--- src/rtl/trng_collector.sv ---
// Entropy collector: XOR-combines raw sources, synchronises, optionally Von Neumann debiases,
// runs a repetition-count health test and packs bits MSB-first into words behind a small FIFO.
module trng_collector #(
    parameter int OUT_W       = 32,
    parameter int N_SRC       = 3,
    parameter int SYNC_STAGES = 2,
    parameter int FIFO_DEPTH  = 4,
    parameter int RCT_LIMIT   = 32
) (
    input  logic                               clk,
    input  logic                               rst_n,
    input  logic                               en,
    input  logic [N_SRC-1:0]                   raw_in,
    input  logic                               debias_en,
    input  logic                               clear_fail,
    output logic [OUT_W-1:0]                   out_data,
    output logic                               out_valid,
    input  logic                               out_ready,
    output logic [$clog2(FIFO_DEPTH+1)-1:0]    fifo_level,
    output logic                               health_fail,
    output logic                               overflow
);
    localparam int LVL_W = $clog2(FIFO_DEPTH+1);
    localparam int PTR_W = $clog2(FIFO_DEPTH);
    localparam int CNT_W = $clog2(OUT_W);
    localparam int RUN_W = $clog2(RCT_LIMIT+1);
    localparam logic [CNT_W-1:0] CNT_LAST = CNT_W'(OUT_W-1);
    localparam logic [RUN_W-1:0] RUN_MAX  = RUN_W'(RCT_LIMIT);
    localparam logic [LVL_W-1:0] LVL_FULL = LVL_W'(FIFO_DEPTH);

    typedef enum logic {WAIT_FIRST, WAIT_SECOND} pair_state_t;

    logic [SYNC_STAGES-1:0] sync_reg;
    logic                   rs;
    pair_state_t            state_reg, state_next;
    logic                   first_reg, first_next;
    logic                   vld_reg, vld_next;
    logic                   bit_reg, bit_next;
    logic                   mode_reg, mode_next;
    logic                   prev_reg, prev_next;
    logic [RUN_W-1:0]       run_reg, run_next;
    logic                   hf_reg, hf_next;
    logic                   ovf_reg, ovf_next;
    logic [CNT_W-1:0]       cnt_reg, cnt_next;
    logic [OUT_W-1:0]       shift_reg, shift_next;
    logic [OUT_W-1:0]       word;
    logic                   push, push_ok, pop, full;
    logic [PTR_W-1:0]       wr_ptr_reg, wr_ptr_next, rd_ptr_reg, rd_ptr_next;
    logic [LVL_W-1:0]       level_reg, level_next;
    logic [OUT_W-1:0]       mem [FIFO_DEPTH];

    assign rs          = sync_reg[SYNC_STAGES-1];
    assign word        = {shift_reg[OUT_W-2:0], bit_reg};
    assign out_valid   = (level_reg != '0);
    assign out_data    = out_valid ? mem[rd_ptr_reg] : '0;
    assign fifo_level  = level_reg;
    assign health_fail = hf_reg;
    assign overflow    = ovf_reg;
    assign pop         = out_valid & out_ready;
    assign full        = (level_reg == LVL_FULL);
    assign push_ok     = push & (~full | pop);

    always_comb begin
        state_next = state_reg;
        first_next = first_reg;
        vld_next   = vld_reg;
        bit_next   = bit_reg;
        mode_next  = mode_reg;
        prev_next  = prev_reg;
        run_next   = run_reg;
        hf_next    = hf_reg;
        ovf_next   = ovf_reg;
        cnt_next   = cnt_reg;
        shift_next = shift_reg;
        push       = 1'b0;
        if (en) begin
            vld_next  = 1'b0;
            mode_next = debias_en;
            // A mode switch restarts pairing so a pair never straddles two modes.
            if (debias_en != mode_reg) begin
                state_next = WAIT_FIRST;
            end else if (debias_en) begin
                case (state_reg)
                    WAIT_FIRST: begin
                        first_next = rs;
                        state_next = WAIT_SECOND;
                    end
                    default: begin
                        vld_next   = (rs != first_reg);
                        bit_next   = first_reg;
                        state_next = WAIT_FIRST;
                    end
                endcase
            end else begin
                vld_next   = 1'b1;
                bit_next   = rs;
                state_next = WAIT_FIRST;
            end

            prev_next = rs;
            if (rs == prev_reg)
                run_next = (run_reg == RUN_MAX) ? run_reg : run_reg + 1'b1;
            else
                run_next = RUN_W'(1);
            if (run_next == RUN_MAX)
                hf_next = 1'b1;

            // Bits arriving while the source is flagged unhealthy are never packed.
            if (hf_reg) begin
                cnt_next   = '0;
                shift_next = '0;
            end else if (vld_reg) begin
                shift_next = word;
                if (cnt_reg == CNT_LAST) begin
                    cnt_next = '0;
                    push     = 1'b1;
                end else begin
                    cnt_next = cnt_reg + 1'b1;
                end
            end
        end
        if (push & full & ~pop)
            ovf_next = 1'b1;
        if (clear_fail) begin
            hf_next  = 1'b0;
            ovf_next = 1'b0;
            run_next = '0;
        end
    end

    always_comb begin
        wr_ptr_next = push_ok ? wr_ptr_reg + 1'b1 : wr_ptr_reg;
        rd_ptr_next = pop ? rd_ptr_reg + 1'b1 : rd_ptr_reg;
        case ({push_ok, pop})
            2'b10:   level_next = level_reg + 1'b1;
            2'b01:   level_next = level_reg - 1'b1;
            default: level_next = level_reg;
        endcase
    end

    always_ff @(posedge clk or negedge rst_n) begin
        if (!rst_n) begin
            sync_reg   <= '0;
            state_reg  <= WAIT_FIRST;
            first_reg  <= 1'b0;
            vld_reg    <= 1'b0;
            bit_reg    <= 1'b0;
            mode_reg   <= 1'b0;
            prev_reg   <= 1'b0;
            run_reg    <= '0;
            hf_reg     <= 1'b0;
            ovf_reg    <= 1'b0;
            cnt_reg    <= '0;
            shift_reg  <= '0;
            wr_ptr_reg <= '0;
            rd_ptr_reg <= '0;
            level_reg  <= '0;
        end else begin
            sync_reg   <= {sync_reg[SYNC_STAGES-2:0], ^raw_in};
            state_reg  <= state_next;
            first_reg  <= first_next;
            vld_reg    <= vld_next;
            bit_reg    <= bit_next;
            mode_reg   <= mode_next;
            prev_reg   <= prev_next;
            run_reg    <= run_next;
            hf_reg     <= hf_next;
            ovf_reg    <= ovf_next;
            cnt_reg    <= cnt_next;
            shift_reg  <= shift_next;
            wr_ptr_reg <= wr_ptr_next;
            rd_ptr_reg <= rd_ptr_next;
            level_reg  <= level_next;
        end
    end

    // Storage needs no reset: out_data is masked while the FIFO is empty.
    always_ff @(posedge clk) begin
        if (push_ok)
            mem[wr_ptr_reg] <= word;
    end
endmodule

--- config.mk ---
export PLATFORM = sky130hd
export DESIGN_NAME = trng_collector
export DESIGN_NICKNAME = d
export VERILOG_FILES = /design/src/rtl/trng_collector.sv
export SDC_FILE = /design/constraint.sdc
export NUM_CORES = 1
export LEC_CHECK = 0
export CORE_MARGIN = 8
export CORE_UTILIZATION = 30
export DETAILED_ROUTE_END_ITERATION = 8
export PLACE_DENSITY = 0.56
export SETUP_SLACK_MARGIN = 0.15
export SLEW_MARGIN = 20
export SYNTH_ARGS = -nofsm -noshare
export SYNTH_HDL_FRONTEND = slang
export SYNTH_SLANG_ARGS = --single-unit
--- constraint.sdc ---
create_clock -name clk -period 3.6 [get_ports clk]
set_clock_uncertainty 0.2 [all_clocks]
set_input_delay 0.72 -clock clk [delete_from_list [all_inputs] [get_ports clk]]
set_output_delay 0.72 -clock clk [all_outputs]
set_load 0.02 [all_outputs]
==> run metrics <==
pwr/cell area 706.9 mW/mm²; final setup TNS 0 ns; Seq pwr share 41.0%; fin nets 521; layout cells sized above 1 a little under a fifth; cell taking the most area after synthesis edfxtp_1; critical path type flop to primary output; Comb power frac ~29%; initial antenna violation count 0; Post-DP HPWL 9072 µm; Yosys cell types 55; Sw Share 30.43%; Pre-Repair DR Iteration Count 5; gr ovfl total 0; TritonCTS clock tree yes; DR vias 4,090; H-tree depth 4; max FFs per register 128; outcome finished clean; Peak supply drop about 0.00032 V; synth top area cells edfxtp_1 (50%), dfrtp_1 (19%), mux4_2 (9.5%), a22o_1 (3.7%), and2_1 (3.0%); multi-input logic area 0.002118 mm²; worst path cell trace buf_4 > mux4_2 > and2_1 > clkdlybuf4s50_1; maxcap violations 0; Yosys reg bits 187; net switching power 0.001978 W; Clock Tree Buf Depth 2; Mean Syn Cell Area 17.07 µm²; total power draw 0.006499 W; RSZ-0062 raised after global routing false; Tot GR Track Use 10.07%; dpl cell area around 0.0085 mm²; internal reg-to-reg setup slack 0.76 ns; Slowest Stage Delay on Critical Path 0.53 ns; Post-CTS Hold Fix Bufs 0; Synth Flop Type edfxtp_1; CP startpoint kind flop; Slew @ Worst Pin about 0.77 ns; worst relative slew slack about half; Total Wirelength 14,830 µm; share of the synthesized area in the top cell type 50.48%; Internal Pwr Total 0.004522 W; fin area 0.009194 mm²; vias in the first global route 4,439; DR WL/cell 17.51 µm; cell count after synthesis 446; number of vias per cell 4.829; Core Rows between 50 and 60; FILL cells 2,337; Die H between 150 and 200 µm; Antenna Violating Nets Remaining 0; clock buffer count from CTS 17; clock slew at reported path FFs around 0.070 ns; area added between synthesis and finish 20.74%; Register-to-Register Path Depth 7; fmax between 0.3 and 0.4 GHz; slowest CP cell clkdlybuf4s50_1; Synth async-reset ratio 31.55%; # clock sinks 187; Reg area ~0.0053 mm²; final hold violation count 0; Hold WC Path Type input pin to async pin; Core Footprint 0.02504 mm²; critical-path maximum fanout 14; first-pass GRT wire length 24,320 µm; Post-Syn Nets 464; clock power share 29.8%; Syn Std Cell Area 0.007615 mm²; Die X 175.3 µm; Ports 47; DR iter-0 viols 277; clock latency on the worst-skew pair 0.42 ns; final setup vio count 0; sequential share of the synthesized area 69.87%; period utilisation layout 91.38%; Leakage 3.400 nW; CP arrival 2.37 ns; worst r2r src cnt_reg[0]$_DFFE_PN0P_; Initial Util 30.41%; Residual DRC 0; port buffer count 46; minimum clock period 3.290 ns; Max Transition Viols Final 0; WP data required 2.68 ns; pin count of the biggest net entering global routing 38; crit end category primary output; gpl congestion 0.7287; Ys Warns 0; Die ar. 0.03074 mm²; Root Driver clkbuf_16; RR Endpoint mem[1][5]$_DFFE_PP_; EDFF count, synth 128
-- power groups by stage --
stage          Sequential, W  Clock, W  Combinational, W
2_1_floorplan        0.00263         0           0.00122
3_3_place_gp         0.00272         0           0.00187
3_5_place_dp         0.00274         0           0.00189
4_1_cts              0.00267   0.00199           0.00196
5_1_grt              0.00269   0.00207           0.00205
6_report             0.00267   0.00194           0.00189
-- worst max-delay path: cells and delay by family, from the launching register on --
family | cells | cell delay [ns]
buf+inv | 2 | 0.86
flops | 1 | 0.52
mux | 1 | 0.37
simple gates | 1 | 0.18
-- cell usage after synthesis (2+ instances only) --
cell type / count
a22o_1: 32
ha_1: 8
buf_2: 12
a31oi_1: 3
o21ai_0: 8
clkbuf_1: 10
a21oi_1: 10
dfrtp_1: 59
inv_1: 11
a2bb2oi_1: 2
nor3_1: 2
nor2b_1: 2
xor2_1: 3
nand4_1: 4
nor2_1: 11
a211oi_2: 2
o31ai_1: 2
nand3_1: 7
o21ai_1: 3
and2_1: 37
xnor2_1: 7
o22a_1: 2
o211ai_1: 3
mux4_2: 32
nand2_1: 13
buf_6: 3
mux2_2: 3
edfxtp_1: 128
-- layer usage --
metal  global-route usage [%]  routed length, µm
met1                    12.41               6652
met2                    17.04               7494
met3                    2.491                566
met4                    3.391                113
met5                        0                  0
-- logic make-up (layout without fill, tap and decap cells) --
family,Yosys count,in the layout,synth area share (%)
AO/OA/AOI/OAI,79,79,8.133
XOR/XNOR,10,10,1.150
adder cells (fa/ha/maj),9,9,1.577
buffers and inverters,37,107,2.366
flip-flops,187,187,69.87
multiplexers,35,35,9.908
other,0,1,0
AND/OR/NAND/NOR,89,89,7.000
-- area by class of cell --
cell class                      instances  area share, %
Inverter                               11         0.4491
Tap cell                              330          4.491
Antenna cell                            1        0.02722
Clock inverter                         15          2.218
Multi-Input combinational cell        222          23.04
Timing Repair Buffer                   64          7.240
Clock buffer                           17          4.627
Sequential cell                       187          57.91
-- how the worst max path moves through the flow --
stage / to / from
floorplan: mem[0][0]$_DFFE_PP_ / out_ready
global route: out_data[0] / rd_ptr_reg[1]$_DFFE_PN0P_
detailed placement: out_data[3] / rd_ptr_reg[0]$_DFFE_PN0P_
CTS: out_data[8] / rd_ptr_reg[1]$_DFFE_PN0P_
global placement: out_data[3] / rd_ptr_reg[0]$_DFFE_PN0P_
finish: out_data[0] / rd_ptr_reg[1]$_DFFE_PN0P_
-- timing repair --
item / in CTS / in global routing
setup buffers: 3 / 0
setup endpoints to repair: 23 / 0
resized for setup: 1 / 0
-- per-stage QoR --
| step | hold slack (ns) | std cells | setup WS (ns) | util, % |
|---|---|---|---|---|
| global route | 0.1637 | 846 | 0.2104 | 36.71 |
| floorplan | 0.1312 | 446 | 0.8151 | - |
| finish | 0.1205 | 847 | 0.3104 | 36.72 |
| CTS | 0.1295 | 846 | 0.2385 | 36.71 |
| detailed placement | 0.1355 | 811 | 0.5168 | 34.10 |
| global placement | 0.1407 | 811 | 0.5263 | 34.10 |
-- placed cells by master (no fill, tap or decap), drive strengths merged, types with 2 or more instances in the layout --
cell and instances:
clkdlybuf4s50 45, inv 17, nand4 4, and2 37
edfxtp 128, a211oi 3, a21o 2, xnor2 7
xor2 3, o21ai 11, buf 19, a22o 32
o221ai 2, a2bb2oi 2, nor2 12, o211ai 3
ha 8, mux4 32, bufinv 2, a31oi 3
a21oi 10, mux2 3, nand3 7, clkbuf 17
o31ai 2, o22a 2, clkinv 6, nand2 13
dfrtp 59, nor2b 2, nor3 2
Power figures use the tool's default switching activity.
